## config.mk

```make
export PLATFORM = sky130hd
export DESIGN_NAME = axi_lite_read_arbiter
export DESIGN_NICKNAME = d
export VERILOG_FILES = /design/src/rtl/axi_lite_rd_arb_pkg.sv /design/src/rtl/axi_lite_rd_order_fifo.sv /design/src/rtl/axi_lite_read_arbiter.sv
export SDC_FILE = /design/constraint.sdc
export NUM_CORES = 1
export LEC_CHECK = 0
export BUFFER_PORTS_ARGS = -buffer_cell sky130_fd_sc_hd__buf_2
export CAP_MARGIN = 20
export CORE_UTILIZATION = 38
export DETAILED_ROUTE_END_ITERATION = 12
export HOLD_SLACK_MARGIN = 0.06
export PLACE_DENSITY = 0.86
export SLEW_MARGIN = 20
export SYNTH_ARGS = -nofsm -noshare
export SYNTH_HDL_FRONTEND = slang
export SYNTH_SLANG_ARGS = --single-unit
```

## constraint.sdc

```tcl
create_clock -name clk -period 3.1 [get_ports clk]
set_clock_uncertainty 0.1 [all_clocks]
set_input_delay 0.31 -clock clk [delete_from_list [all_inputs] [get_ports clk]]
set_output_delay 0.31 -clock clk [all_outputs]
set_load 0.1 [all_outputs]
```

## src/rtl/axi_lite_rd_arb_pkg.sv

```systemverilog
// axi_lite_rd_arb_pkg: shared types and constants for the AXI-lite read arbiter.
package axi_lite_rd_arb_pkg;
   typedef enum logic {IDLE, ISSUE} state_e;
   localparam logic [1:0] RESP_OKAY   = 2'b00;
   localparam logic [1:0] RESP_SLVERR = 2'b10;
   function automatic int idx_w(input int n);
      return (n > 1) ? $clog2(n) : 1;
   endfunction
endpackage

```

## src/rtl/axi_lite_rd_order_fifo.sv

```systemverilog
// axi_lite_rd_order_fifo: in-order FIFO of requester indices for issued reads.
module axi_lite_rd_order_fifo #(
   parameter int DEPTH = 4,
   parameter int W     = 2
) (
   input  logic         clk,
   input  logic         rst,
   input  logic         push_i,
   input  logic [W-1:0] din_i,
   input  logic         pop_i,
   output logic         full_o,
   output logic         empty_o,
   output logic [W-1:0] head_o
);
   localparam int PW = $clog2(DEPTH);
   logic [W-1:0] mem_q [DEPTH];
   logic [PW-1:0] wr_q, rd_q;
   logic [PW:0] cnt_q;
   always_ff @(posedge clk)
      if (push_i) mem_q[wr_q] <= din_i;
   always_ff @(posedge clk or posedge rst)
      if (rst) begin
         wr_q  <= '0;
         rd_q  <= '0;
         cnt_q <= '0;
      end else begin
         if (push_i) wr_q <= wr_q + 1'b1;
         if (pop_i) rd_q <= rd_q + 1'b1;
         cnt_q <= cnt_q + {{PW{1'b0}}, push_i} - {{PW{1'b0}}, pop_i};
      end
   assign full_o  = cnt_q == (PW+1)'(DEPTH);
   assign empty_o = cnt_q == '0;
   assign head_o  = mem_q[rd_q];
endmodule

```

## src/rtl/axi_lite_read_arbiter.sv

```systemverilog
// axi_lite_read_arbiter: round-robin AXI-lite read arbiter with in-order response routing.
// Optional AXI_LITE_RD_ARB_PRIO0_EN gives requester 0 absolute priority.
module axi_lite_read_arbiter
   import axi_lite_rd_arb_pkg::*;
#(
   parameter int NUM_REQ          = 4,
   parameter int AXI_ARADDR_WIDTH = 8,
   parameter int AXI_RDATA_WIDTH  = 32,
   parameter int MAX_OUTSTANDING  = 4
) (
   input  logic                                  clk,
   input  logic                                  rst,
   input  logic [NUM_REQ-1:0]                    s_arvalid,
   output logic [NUM_REQ-1:0]                    s_arready,
   input  logic [NUM_REQ*AXI_ARADDR_WIDTH-1:0]   s_araddr,
   input  logic [NUM_REQ*3-1:0]                  s_arprot,
   output logic [NUM_REQ-1:0]                    s_rvalid,
   input  logic [NUM_REQ-1:0]                    s_rready,
   output logic [AXI_RDATA_WIDTH-1:0]            s_rdata,
   output logic [1:0]                            s_rresp,
   output logic                                  m_arvalid,
   input  logic                                  m_arready,
   output logic [AXI_ARADDR_WIDTH-1:0]           m_araddr,
   output logic [2:0]                            m_arprot,
   input  logic                                  m_rvalid,
   output logic                                  m_rready,
   input  logic [AXI_RDATA_WIDTH-1:0]            m_rdata,
   input  logic [1:0]                            m_rresp
);
   localparam int IW = idx_w(NUM_REQ);
   localparam int AW = AXI_ARADDR_WIDTH;
   state_e state_q;
   logic [IW-1:0] grant_q, grant_d, last_q, idx, head;
   logic [AW-1:0] araddr_q;
   logic [2:0] arprot_q;
   logic found, full, empty, push, pop;
   // Rotating search starting just after the last granted requester.
   always_comb begin
      grant_d = '0;
      found   = 1'b0;
      idx     = '0;
      for (int k = 1; k <= NUM_REQ; k++) begin
         idx = IW'((int'(last_q) + k) % NUM_REQ);
         if (!found && s_arvalid[idx]) begin
            grant_d = idx;
            found   = 1'b1;
         end
      end
`ifdef AXI_LITE_RD_ARB_PRIO0_EN
      if (s_arvalid[0]) grant_d = '0;
`endif
   end
   always_ff @(posedge clk or posedge rst)
      if (rst) begin
         state_q  <= IDLE;
         grant_q  <= '0;
         last_q   <= IW'(NUM_REQ - 1);
         araddr_q <= '0;
         arprot_q <= '0;
      end else if (state_q == IDLE) begin
         if (|s_arvalid && !full) begin
            state_q  <= ISSUE;
            grant_q  <= grant_d;
            araddr_q <= s_araddr[grant_d*AW +: AW];
            arprot_q <= s_arprot[grant_d*3 +: 3];
         end
      end else if (m_arready) begin
         state_q <= IDLE;
`ifdef AXI_LITE_RD_ARB_PRIO0_EN
         if (grant_q != '0) last_q <= grant_q;
`else
         last_q <= grant_q;
`endif
      end
   assign push      = state_q == ISSUE && m_arready;
   assign m_arvalid = state_q == ISSUE;
   assign m_araddr  = araddr_q;
   assign m_arprot  = arprot_q;
   assign s_arready = push ? NUM_REQ'(1) << grant_q : '0;
   assign m_rready  = s_rready[head] && !empty;
   assign s_rvalid  = (m_rvalid && !empty) ? NUM_REQ'(1) << head : '0;
   assign pop       = m_rvalid && m_rready;
   assign s_rdata   = m_rdata;
   assign s_rresp   = m_rresp;
   axi_lite_rd_order_fifo #(.DEPTH(MAX_OUTSTANDING), .W(IW)) u_fifo (
      .clk    (clk),
      .rst    (rst),
      .push_i (push),
      .din_i  (grant_q),
      .pop_i  (pop),
      .full_o (full),
      .empty_o(empty),
      .head_o (head)
   );
endmodule

```

* After elaboration in Yosys (flattened, before gate mapping)
Memory sizes are Yosys's and may differ from the RTL's. Cells that the tools add are included.
Word-level totals: register bits 23, RAM bits 8, bits of input ports 90, memories kept 1
Memory list:
- u_fifo.mem_q | words 4, bits a word 2, read ports 1, clocked after memory_dff 0, wr ports 1, line axi_lite_rd_order_fifo.sv:16 | logic [W-1:0] mem_q [DEPTH];
Operators by class: add/subtract/negate cells 8, multiply operators 1, order comparisons 5, equal/unequal tests 1, shifts and indexed selects 4, multiplexer cells 24, bitwise operators 1, reduce and logical (&&, ||, !) cells 17
Operators with widths (count):
- 32-bit by 6-bit indexed part select with 8-bit output | 1
- 2-bit by 3-bit less-than comparator with 1-bit output, second input constant | 5
- 1-bit 2-to-1 mux | 13
- 12-bit by 5-bit indexed part select with 3-bit output | 1
- 1-bit binary-select mux with 2-bit select | 5
- 2-bit by 1-bit adder with 2-bit output, second input constant | 4
- 1-bit logical AND | 8
- 2-bit 2-to-1 mux | 4
- 4-bit 2-to-1 mux | 2
- 1-bit by 2-bit << shifter with 4-bit output, first input constant | 2
- 1-bit logical NOT | 5
- 2-bit adder, second input constant | 2
- 2-bit by 2-bit multiplier with 4-bit output, second input constant | 1
- 2-bit AND reduction | 2
- 4-bit OR reduction | 1
- 3-bit by 1-bit adder with 3-bit output | 1
- 3-bit equality test, second input constant | 1
- 3-bit logical NOT | 1
- 3-bit by 1-bit subtractor with 3-bit output | 1
- 1-bit NOT | 1

* Longest topological paths before layout
Gate-level depths: netlist of the first run.
depth after elaboration 15, mapped depth 10

* Cells and area by module
From an unflattened synthesis of the first run, not the netlist that was laid out.
Unflattened totals: cells, all modules 216, area total of the unflattened synthesis 2269.7 µm²
Modules (own cells, without submodules):
- axi_lite_read_arbiter | times used 1, cells each 171, area an instance 1587.8 µm², seq. area each 402.9 µm²
- axi_lite_rd_order_fifo | times used 1, cells each 45, area an instance 681.9 µm², seq. area each 415.4 µm²

* Worst setup path before layout of the first run
OpenSTA, ideal clock, no wires.
path kind reg-to-output, from reg state_q (netlist: m_arvalid), to out s_arready[2], arrival 3.474 ns, required time 2.690 ns, setup slack -0.784 ns, cell stages (with the launch flop) 3, buffers on the path 0, path through dfrtp_1 nand2_1 nor3b_1
Between the ends: cells in the longest elaborated chain, start to end 2
RTL lines:
- start, declared | line axi_lite_read_arbiter.sv:32 | state_e state_q;
- start signal, assigned | line axi_lite_read_arbiter.sv:55 | state_q <= IDLE;
- start signal, assigned | line axi_lite_read_arbiter.sv:62 | state_q <= ISSUE;
- start signal, assigned | line axi_lite_read_arbiter.sv:68 | state_q <= IDLE;
- 1-bit logical AND | line axi_lite_read_arbiter.sv:75 | assign push = state_q == ISSUE && m_arready;
- 4-bit 2-to-1 mux | line axi_lite_read_arbiter.sv:79 | assign s_arready = push ? NUM_REQ'(1) << grant_q : '0;
- end, declared | line axi_lite_read_arbiter.sv:14 | output logic [NUM_REQ-1:0] s_arready,
Every way passes these cells.

* Worst setup path in the final report of the first run
from reg u_fifo.rd_q[0], to reg u_fifo.cnt_q[2]
Between the ends: cells in the longest elaborated chain, start to end 6
RTL lines:
- start, declared | line axi_lite_rd_order_fifo.sv:17 | logic [PW-1:0] wr_q, rd_q;
- start signal, assigned | line axi_lite_rd_order_fifo.sv:28 | if (pop_i) rd_q <= rd_q + 1'b1;
- memory 4 x 2 bit
- 1-bit binary-select mux with 2-bit select | line axi_lite_read_arbiter.sv:80 | assign m_rready = s_rready[head] && !empty;
- 1-bit 2-to-1 mux (not written as such) | line axi_lite_read_arbiter.sv:80
- 1-bit logical AND | line axi_lite_read_arbiter.sv:80
- 1-bit logical AND | line axi_lite_read_arbiter.sv:82 | assign pop = m_rvalid && m_rready;
- named net pop | line axi_lite_read_arbiter.sv:36 | logic found, full, empty, push, pop;
- 3-bit by 1-bit subtractor with 3-bit output | line axi_lite_rd_order_fifo.sv:29 | cnt_q <= cnt_q + {{PW{1'b0}}, push_i} - {{PW{1'b0}}, pop_i};
- end signal, assigned | line axi_lite_rd_order_fifo.sv:29
- end, declared | line axi_lite_rd_order_fifo.sv:18 | logic [PW:0] cnt_q;
The timed path passes the listed nets, and every way through them passes these cells. The select of a mux whose other input is x is not followed. A chain may end at the register's enable or synchronous reset.

==> metrics.md, run 1 <==
| Metric | Value |
|---|---|
| Status | complete, no violations |
| Max Slew Vio Count | 0 |
| Layout cells sized above 1 | between 40% and 50% |
| RSZ-0062 raised after global routing | false |
| CP required | 3.21 ns |
| Multi-input logic area | around 860 um2 |
| Synth Instances | ~190 |
| Netlist cell types | 36 |
| Hold_ws | about 0.12 ns |
| Maxcap violations | 0 |
| Worst path depth | 10 |
| Least-Margin Pin Slew | ~0.9 ns |
| Ys async rst share | approximately 74% |
| Number of global-route vias before repair | 1367 |
| Crit-path max FO | 6 |
| Pre-CTS setup slack | roughly 0.26 ns |
| Sequential fraction of the synthesis area | about two fifths |
| Width of the die | 74.4 um |
| Initial antenna violation count | 0 |
| Final hold vios | 0 |
| DRC errors left | 0 |
| Gpl congestion | a little over 0.7 |
| Critical setup path kind | register to register |
| Power per cell area | 1280 nW/um2 |
| Worst-case reg-to-reg path depth | 10 |
| Clock Sinks | 31 |
| Worst setup EP type | register |
| Buf/Inv on CP | 2 |
| TritonCTS buffer count | 5 |
| Post-CTS setup buffer count | 0 |
| Storage cell area | between 800 and 900 um2 |
| Largest net degree at the start of global routing | 24 |
| Total Power | a little under 3 mW |
| Worst skew pair latency | roughly 0.28 ns |
| Synth Flop Type | dfrtp_1 |
| Worst-path clk slew | around 0.070 ns |
| First-pass GRT wire length | approximately 6100 um |
| Clock Root Buffer | clkbuf_8 |
| Fillers | around 460 |
| Initial Utilization | 40.8% |
| # IOs | about 150 |
| FMAX | roughly 350 MHz |
| CP delay by family, top | multiplexers |
| Tcrit/Tclk final | about nine tenths |
| Port Buffers | 76 |
| Num rows | 25 |
| Via count | 1451 |
| Post-synth EDFFs | 8 |
| # hold bufs at CTS | 0 |
| Relative slew slack | between 30% and 40% |
| Final HPWL DP | 2990 um |
| Syn_area_per_cell | ~11 um2 |
| Worst-path cell with the longest stage delay | mux4_2 |
| Worst vdd ir | 0.000793 V |
| Worst setup SP type | register |
| WP data arrival | 2.93 ns |
| Final WS setup | approximately 0.28 ns |
| Htree depth | 2 |
| Clock Tree Buf Depth | 2 |
| Fin nets | 330 |
| Cell area after synthesis | roughly 2000 um2 |
| Final min period | 2.82 ns |
| Final setup viols | 0 |
| YS warnings | 0 |
| Syn Nets | between 200 and 300 |
| Post_cts resized | 0 |
| Layout area overhead | 15.7% |
| Gr ovfl total | 0 |
| Static Leakage | ~1.2 nW |
| Setup TNS | 0 ns |
| Gr usage total | roughly 15% |
| Initial DRT Pass Iterations | 4 |
| DR WL/cell | ~13 um |
| Post-route ant nets | 0 |
| Die area | 5540 um2 |
| Core box area | between 4000 and 5000 um2 |
| Via density | between 4 and 5 |
| Initial drt markers | 49 |
| Post-synthesis register bit count | 31 |
| Hold Path Class | input port to async pin |
| TritonCTS clock tree | built |
| Die height | between 70 and 80 um |
| DRT Wirelength | roughly 4000 um |
| Ant. Diodes | 0 |
| Worst path cell trace | mux4_2 -> mux2i_2 -> o22ai_2 -> ha_1 -> inv_1 -> ha_1 -> inv_1 -> fa_1 -> xnor2_1 -> xnor2_1 |
| Max stage delay on crit path | ~0.61 ns |
==> cells in the mapped netlist, drive strengths merged, types with 2 or more instances <==
library cell / instances / share of area, %
xnor2: 4 / 1.8
nor2b: 2 / 0.63
clkbuf: 3 / 0.57
dfstp: 2 / 2.6
and3: 5 / 1.6
nand2: 22 / 4.1
buf: 37 / 14
ha: 6 / 3.8
o221ai: 12 / 5.3
or2: 2 / 0.75
edfxtp: 8 / 12
o21ai: 5 / 1.3
inv: 10 / 1.9
mux2i: 26 / 13
nor2: 6 / 1.1
dfrtp: 21 / 26
mux4: 2 / 2.3
==> worst reg2reg max path, delay by kind of cell (launching register included) <==
family                   cells  cell delay [ns]
AO/OA/AOI/OAI                1             0.14
XOR/XNOR                     2             0.31
adder cells (fa/ha/maj)      3             0.80
buffers and inverters        2             0.11
flip-flops                   1             0.44
multiplexers                 2             0.86
==> metal layers <==
layer / global-route usage (%) / vias up / share of wire (%)
met5: 0 / - / 0
met3: 4.20 / 10 / 7.4
met2: 25.4 / 72 / 48
met4: 8.18 / 0 / 1.3
li1: - / 710 / -
met1: 17.2 / 659 / 43
==> placed cells by master, fill, tap and decap left out, types with 2 or more instances in the layout <==
| cell type | synthesis | final |
|---|---|---|
| mux2i_1 | 25 | 25 |
| nor2b_1 | 2 | 2 |
| o221ai_1 | 12 | 12 |
| and3_1 | 5 | 5 |
| ha_1 | 6 | 6 |
| o21ai_0 | 5 | 5 |
| dfrtp_1 | 21 | 21 |
| buf_2 | 2 | 76 |
| edfxtp_1 | 8 | 8 |
| inv_1 | 10 | 10 |
| clkbuf_8 | 0 | 5 |
| nor2_1 | 6 | 5 |
| dfstp_2 | 2 | 2 |
| xnor2_1 | 4 | 4 |
| nand2_1 | 22 | 22 |
| mux4_2 | 2 | 2 |
==> power breakdown <==
group / leakage [nW] / switching (mW) / internal, mW
Combinational: 0.776 / 1.31 / 0.461
Sequential: 0.348 / 0.165 / 0.623
Clock: 0.0581 / 0.157 / 0.239
==> state kept, by name, summed over array words and instances (netlist names) <==
signal and cells:
m_araddr 8, last_q 2, u_fifo.cnt_q 3, m_arprot 3, m_arvalid 1, grant_q 2, u_fifo.rd_q 2, u_fifo.wr_q 2
u_fifo.mem_q 8
==> worst paths after layout <==
kind / from / slack [ns] / to
max: u_fifo.rd_q[0] / 0.28 / u_fifo.cnt_q[2]
min reg2reg: m_araddr[6] / 0.39 / m_araddr[6]
min in group clk: m_arready / 0.19 / m_arvalid
max reg2reg: u_fifo.rd_q[0] / 0.28 / u_fifo.cnt_q[2]
max in group asynchronous: rst / 2.22 / m_araddr[6]
min: rst / 0.12 / m_araddr[7]
==> cells by family after synthesis <==
| group | synth area share [%] |
|---|---|
| flip-flops | 41.1 |
| XOR/XNOR | 2.20 |
| buffers and inverters | 16.3 |
| multiplexers | 16.1 |
| adder cells (fa/ha/maj) | 4.77 |
| AO/OA/AOI/OAI | 9.55 |
| AND/OR/NAND/NOR | 9.99 |
==> cell type report <==
cell class | instances | area share (%)
well taps | 67 | 3.64
multi-input cells | 107 | 37.4
flip-flops and latches | 31 | 35.5
clock buffers | 5 | 2.99
clock inverters | 3 | 1.90
repair buffers | 77 | 16.8
inverters | 11 | 1.79
==> metrics by stage <==
stage,instances,instance area (um2),utilization [%]
floorplan,189,2000,-
CTS,301,2300,47.2
detailed placement,293,2190,44.9
global route,301,2300,47.2
global placement,293,2190,44.9
finish,301,2300,47.2
(Power assumes the default switching activity.)
==> inputs of run 2 (changes only) <==
==> constraint.sdc (replaced) <==
create_clock -name clk -period 3.2 [get_ports clk]
set_clock_uncertainty 0.1 [all_clocks]
set_input_delay 0.32 -clock clk [delete_from_list [all_inputs] [get_ports clk]]
set_output_delay 0.32 -clock clk [all_outputs]
set_load 0.1 [all_outputs]
==> metrics.md, run 2 (synthesized netlist as in run 1, its figures left out) <==
| Metric | Value |
|---|---|
| Initial drt markers | 33 |
| Least-Margin Pin Slew | 0.881 ns |
| Max Slew Vio Count | 0 |
| RSZ-0062 raised after global routing | false |
| Layout area overhead | 15.0% |
| Worst setup SP type | register |
| DRT Wirelength | slightly below 4000 um |
| Final HPWL DP | 2990 um |
| Post_cts resized | 0 |
| Most frequent cells in the layout | buf_2, mux2i_1, nand2_1 |
| # hold bufs at CTS | 0 |
| Worst-path cell with the longest stage delay | mux4_2 |
| TritonCTS clock tree | built |
| Status | complete, no violations |
| Storage cell area | between 800 and 900 um2 |
| Worst vdd ir | roughly 0.00071 V |
| Clock Root Buffer | clkbuf_8 |
| Crit-path max FO | 6 |
| Worst path depth | 10 |
| M2 GR Usage | 24.3% |
| Gr usage total | 14.4% |
| Width of the die | about 74 um |
| Gpl congestion | 0.688 |
| TritonCTS buffer count | 5 |
| Worst-path clk slew | around 0.070 ns |
| DR WL/cell | 12.9 um |
| Static Leakage | between 1 and 1.5 nW |
| Initial DRT Pass Iterations | 4 |
| Buf/Inv on CP | 2 |
| Via count | ~1500 |
| Maxcap violations | 0 |
| WP data arrival | 2.97 ns |
| Largest net degree at the start of global routing | 24 |
| Setup TNS | 0 ns |
| Most common cell after layout, fill and taps aside | buf_2 |
| Htree depth | 2 |
| Tcrit/Tclk final | 89.9% |
| Core box area | just under 5000 um2 |
| Via density | just under 5 |
| Total Power | around 2.8 mW |
| Critical setup path kind | register to register |
| FMAX | between 300 and 400 MHz |
| CP required | between 3 and 4 ns |
| First-pass GRT wire length | ~5900 um |
| Final setup viols | 0 |
| Post-route design area | about 2300 um2 |
| GRT met1 Usage | roughly 16% |
| Die height | about 74 um |
| Met3 GRT Util | 4.61% |
| Multi-input logic area | ~860 um2 |
| Post-CTS setup buffer count | 0 |
| Layout cells sized above 1 | roughly two fifths |
| Clock Tree Buf Depth | 2 |
| Num rows | 25 |
| # IOs | 145 |
| Die area | 5540 um2 |
| Worst-case reg-to-reg path depth | 10 |
| Post-route ant nets | 0 |
| CP delay by family, top | multiplexers |
| Max stage delay on crit path | roughly 0.61 ns |
| Ant. Diodes | 0 |
| Fin nets | around 330 |
| Fin cells | 300 |
| Worst skew pair latency | between 0.2 and 0.3 ns |
| Gr busiest metal | met2 |
| Worst setup EP type | register |
| Number of global-route vias before repair | between 1000 and 1500 |
| Worst path cell trace | mux4_2 -> mux2i_2 -> o22ai_2 -> ha_1 -> inv_1 -> ha_1 -> inv_1 -> fa_1 -> xnor2_1 -> xnor2_1 |
| Hold Path Class | input port to async pin |
| DRC errors left | 0 |
| Power per cell area | 1240 nW/um2 |
| Final min period | 2.88 ns |
| Port Buffers | 76 |
| Initial antenna violation count | 0 |
| Fillers | approximately 470 |
| Placed cells | approximately 290 |
| Gr ovfl total | 0 |
| Initial Utilization | about two fifths |
| Relative slew slack | approximately two fifths |
| Placed inst area | between 2000 and 2500 um2 |
| Clock Sinks | 31 |
| Final hold vios | 0 |
run 2: changes by cell type in the layout (fill, tap and decap cells not counted), sizes merged:
cell,delta
buf,-1
run 2: metal layers:
layer  vias to the layer above  part of all wire, %
met3                        12                  6.7
met4                         0                  2.0
met1                       673                   42
li1                        712                    -
met5                         -                    0
met2                        72                   49
run 2: path summary, 6_finish.rpt:
check,startpoint,slack (ns),to
worst max-delay path,u_fifo.rd_q[0],0.32,u_fifo.cnt_q[2]
worst min-delay path,rst,0.12,m_araddr[6]
worst max register to register,u_fifo.rd_q[0],0.32,u_fifo.cnt_q[2]
worst min register to register,m_araddr[4],0.38,m_araddr[4]
max in group asynchronous,rst,2.33,u_fifo.rd_q[1]
min in group clk,m_arready,0.20,m_arvalid
run 2: layout make-up:
cell class	count	area share, %
inverters	11	1.80
well taps	67	3.66
multi-input cells	107	37.5
repair buffers	76	16.6
clock inverters	3	1.69
flip-flops and latches	31	35.7
clock buffers	5	3.00
run 2: through the flow:
stage / hold slack (ns) / setup WS (ns) / utilization [%]
floorplan: 0.220 / 0.0237 / -
CTS: 0.146 / 0.299 / 46.9
global placement: 0.366 / 0.423 / 44.7
detailed placement: 0.370 / 0.302 / 44.7
finish: 0.123 / 0.322 / 46.9
global route: 0.208 / 0.174 / 46.9
run 2: power breakdown:
group | switching, mW | internal (mW)
clock network | 0.140 | 0.228
registers | 0.157 | 0.604
logic | 1.26 | 0.441
total | 1.56 | 1.27
==> inputs of run 3 (changes only) <==
--- a/config.mk
+++ b/config.mk
@@ -10,8 +10,10 @@
 export CORE_UTILIZATION = 38
 export DETAILED_ROUTE_END_ITERATION = 12
 export HOLD_SLACK_MARGIN = 0.06
-export PLACE_DENSITY = 0.86
+export PLACE_DENSITY = 0.83
+export REMOVE_ABC_BUFFERS = 1
 export SLEW_MARGIN = 20
 export SYNTH_ARGS = -nofsm -noshare
 export SYNTH_HDL_FRONTEND = slang
+export SYNTH_HIERARCHICAL = 1
 export SYNTH_SLANG_ARGS = --single-unit
==> metrics.md, run 3 <==
| Metric | Value |
|---|---|
| Hold depth | 3 |
| Placed cells | 326 |
| # IOs | approximately 150 |
| Final min period | approximately 3.0 ns |
| Area leader, netlist | dfrtp_1 |
| Post-synth EDFFs | 8 |
| Layout cells sized above 1 | between 40% and 50% |
| Fin nets | approximately 360 |
| Most frequent cell after synthesis | buf_4 |
| Die area | between 6000 and 7000 um2 |
| Worst-case reg-to-reg path depth | 9 |
| RSZ-0062 raised after global routing | false |
| Hold Path Sink | m_arvalid |
| Post-CTS setup buffer count | 0 |
| Switching share of power | about 56% |
| Worst-path clk slew | around 0.07 ns |
| Num rows | 27 |
| DR WL/cell | around 18 um |
| Syn_area_per_cell | between 10 and 15 um2 |
| Critical setup path kind | register to register |
| Maxcap violations | 0 |
| Status | complete, no violations |
| Logic pwr share | roughly 63% |
| Initial drt markers | between 80 and 90 |
| Gr busiest metal | met2 |
| M2 GR Usage | ~28% |
| CP required | ~3.3 ns |
| WP data arrival | just over 3 ns |
| Clock Root Buffer | clkbuf_8 |
| Via density | 5.14 |
| Initial Utilization | approximately 40% |
| Reg2reg end | u_fifo/cnt_q[2] |
| Min-delay src | m_arready |
| Clock Sinks | 31 |
| R2R Setup Slk | between 0.15 and 0.2 ns |
| Multi-input logic area | roughly 1000 um2 |
| Crit-path max FO | 5 |
| P_sw | roughly 1.7 mW |
| GRT met1 Usage | 23.2% |
| Worst skew pair latency | about 0.28 ns |
| Fin cells | between 300 and 400 |
| TritonCTS buffer count | 5 |
| Fillers | between 500 and 600 |
| Largest net degree at the start of global routing | 17 |
| DRT Wirelength | around 6200 um |
| Final HPWL DP | 4870 um |
| Initial DRT Pass Iterations | 4 |
| Htree depth | 2 |
| Gr usage total | ~20% |
| Initial antenna violation count | 0 |
| Most common library cells after synthesis | buf_4, inv_1, a211oi_2, dfrtp_1, nor2_1 |
| Width of the die | about 79 um |
| Least-Margin Pin Slew | 0.671 ns |
| First-pass GRT wire length | between 9000 and 10000 um |
| Clock Tree Buf Depth | 2 |
| Worst vdd ir | 0.000519 V |
| Ys async rst share | roughly 74% |
| Seq pwr share | about 25% |
| Sequential fraction of the synthesis area | approximately 36% |
| Final hold vios | 0 |
| Gpl congestion | ~0.76 |
| Setup TNS | 0 ns |
| Relative slew slack | a little under three fifths |
| YS warnings | 6 |
| Clock power frac | roughly 12% |
| Most frequent cells in the layout | buf_2, inv_1, a211oi_2, dfrtp_1, nor2_1 |
| Synth Flop Type | dfrtp_1 |
| Most common cell after layout, fill and taps aside | buf_2 |
| Die height | 79.3 um |
| Yosys top cell area share | 23.2% |
| Tcrit/Tclk final | 94.8% |
| Post-route ant nets | 0 |
| Gr ovfl total | 0 |
| Power per cell area | between 1000 and 1500 nW/um2 |
| Port Buffers | 76 |
| Storage cell area | roughly 800 um2 |
| FF-to-FF Start | u_fifo/rd_q[0] |
| Netlist cell types | between 40 and 50 |
| Via count | 1722 |
| Met3 GRT Util | 13.8% |
| Number of global-route vias before repair | between 1500 and 2000 |
| Cell internal pwr | 1.34 mW |
| Cell area after synthesis | roughly 2300 um2 |
| Final Util | 45.3% |
| Pre-CTS setup slack | 0.0721 ns |
| Ant. Diodes | 0 |
| Largest cells by area after synthesis | dfrtp_1, a211oi_2, buf_4 |
| DRC errors left | 0 |
| TritonCTS clock tree | built |
| Static Leakage | 1.23 nW |
| Max Slew Vio Count | 0 |
| FMAX | ~330 MHz |
| Final setup viols | 0 |
| Synth Instances | about 220 |
| Core box area | between 5000 and 6000 um2 |
| Post-synthesis register bit count | 31 |
| Final WS setup | 0.166 ns |
| Worst setup SP type | register |
| Worst setup EP type | register |
| Layout area overhead | 12.5% |
| Hold Path Class | input port to register |
-- run 3: worst max-delay path, cell delays in order (launching register included) --
cell and delay (ns):
dfrtp_1 0.43, mux4_2 0.58, mux4_2 0.45, and2_1 0.21
ha_1 0.28, inv_1 0.04, ha_1 0.18, fa_1 0.37
xor2_1 0.16, xnor2_1 0.13
-- run 3: cell families (layout without fill, tap and decap cells) --
group,count (synthesis),after routing,synth area share [%]
adder cells (fa/ha/maj),7,7,4.19
flip-flops,31,31,36.1
AND/OR/NAND/NOR,44,44,9.70
buffers and inverters,69,116,19.3
AO/OA/AOI/OAI,44,44,19.7
XOR/XNOR,5,5,1.93
multiplexers,16,16,9.10
-- run 3: timing repair --
| item | in CTS | in global routing |
|---|---|---|
| hold buffers | 1 | 0 |
| hold endpoints to repair | 8 | 0 |
| gates resized for setup | 0 | 1 |
| setup endpoints to repair | 0 | 1 |
-- run 3: through the flow --
step | instance area, um2 | hold slack, ns | power [mW]
floorplan | 1920 | 0.0234 | 2.27
global placement | 2440 | 0.184 | 2.60
detailed placement | 2440 | 0.205 | 2.65
CTS | 2560 | 0.219 | 3.04
global route | 2550 | 0.237 | 3.18
finish | 2550 | 0.218 | 3.01
-- run 3: layout make-up --
type | instances | area share (%)
inverters | 25 | 3.67
flip-flops and latches | 31 | 32.0
well taps | 72 | 3.53
clock inverters | 3 | 1.52
clock buffers | 5 | 2.69
multi-input cells | 116 | 39.5
repair buffers | 83 | 17.1
-- run 3: how the worst max path moves through the flow --
stage / slack (ns) / endpoint / cells past startpoint / start
2_1_floorplan: -0.51 / s_rvalid[0] / 2 / u_fifo/rd_q[0]
3_3_place_gp: 0.13 / u_fifo/cnt_q[2] / 9 / u_fifo/rd_q[0]
3_5_place_dp: 0.07 / u_fifo/cnt_q[2] / 9 / u_fifo/rd_q[0]
4_1_cts: 0.06 / u_fifo/cnt_q[2] / 9 / u_fifo/rd_q[0]
5_1_grt: 0.03 / u_fifo/cnt_q[2] / 9 / u_fifo/rd_q[0]
6_report: 0.17 / u_fifo/cnt_q[2] / 9 / u_fifo/rd_q[0]
-- run 3: routing by layer --
| metal | share of wire, % | up-vias |
|---|---|---|
| li1 | - | 799 |
| met1 | 41 | 823 |
| met2 | 43 | 90 |
| met3 | 14 | 8 |
| met4 | 1.3 | 2 |
| met5 | 0.94 | - |
-- run 3: power by group through the flow --
stage,clock [mW],sequential [mW],combinational (mW)
after global placement,0,0.747,1.86
after global routing,0.401,0.776,2.01
final,0.373,0.749,1.89
after detailed placement,0,0.755,1.90
after floorplan,0,1.27,0.996
after CTS,0.385,0.751,1.90
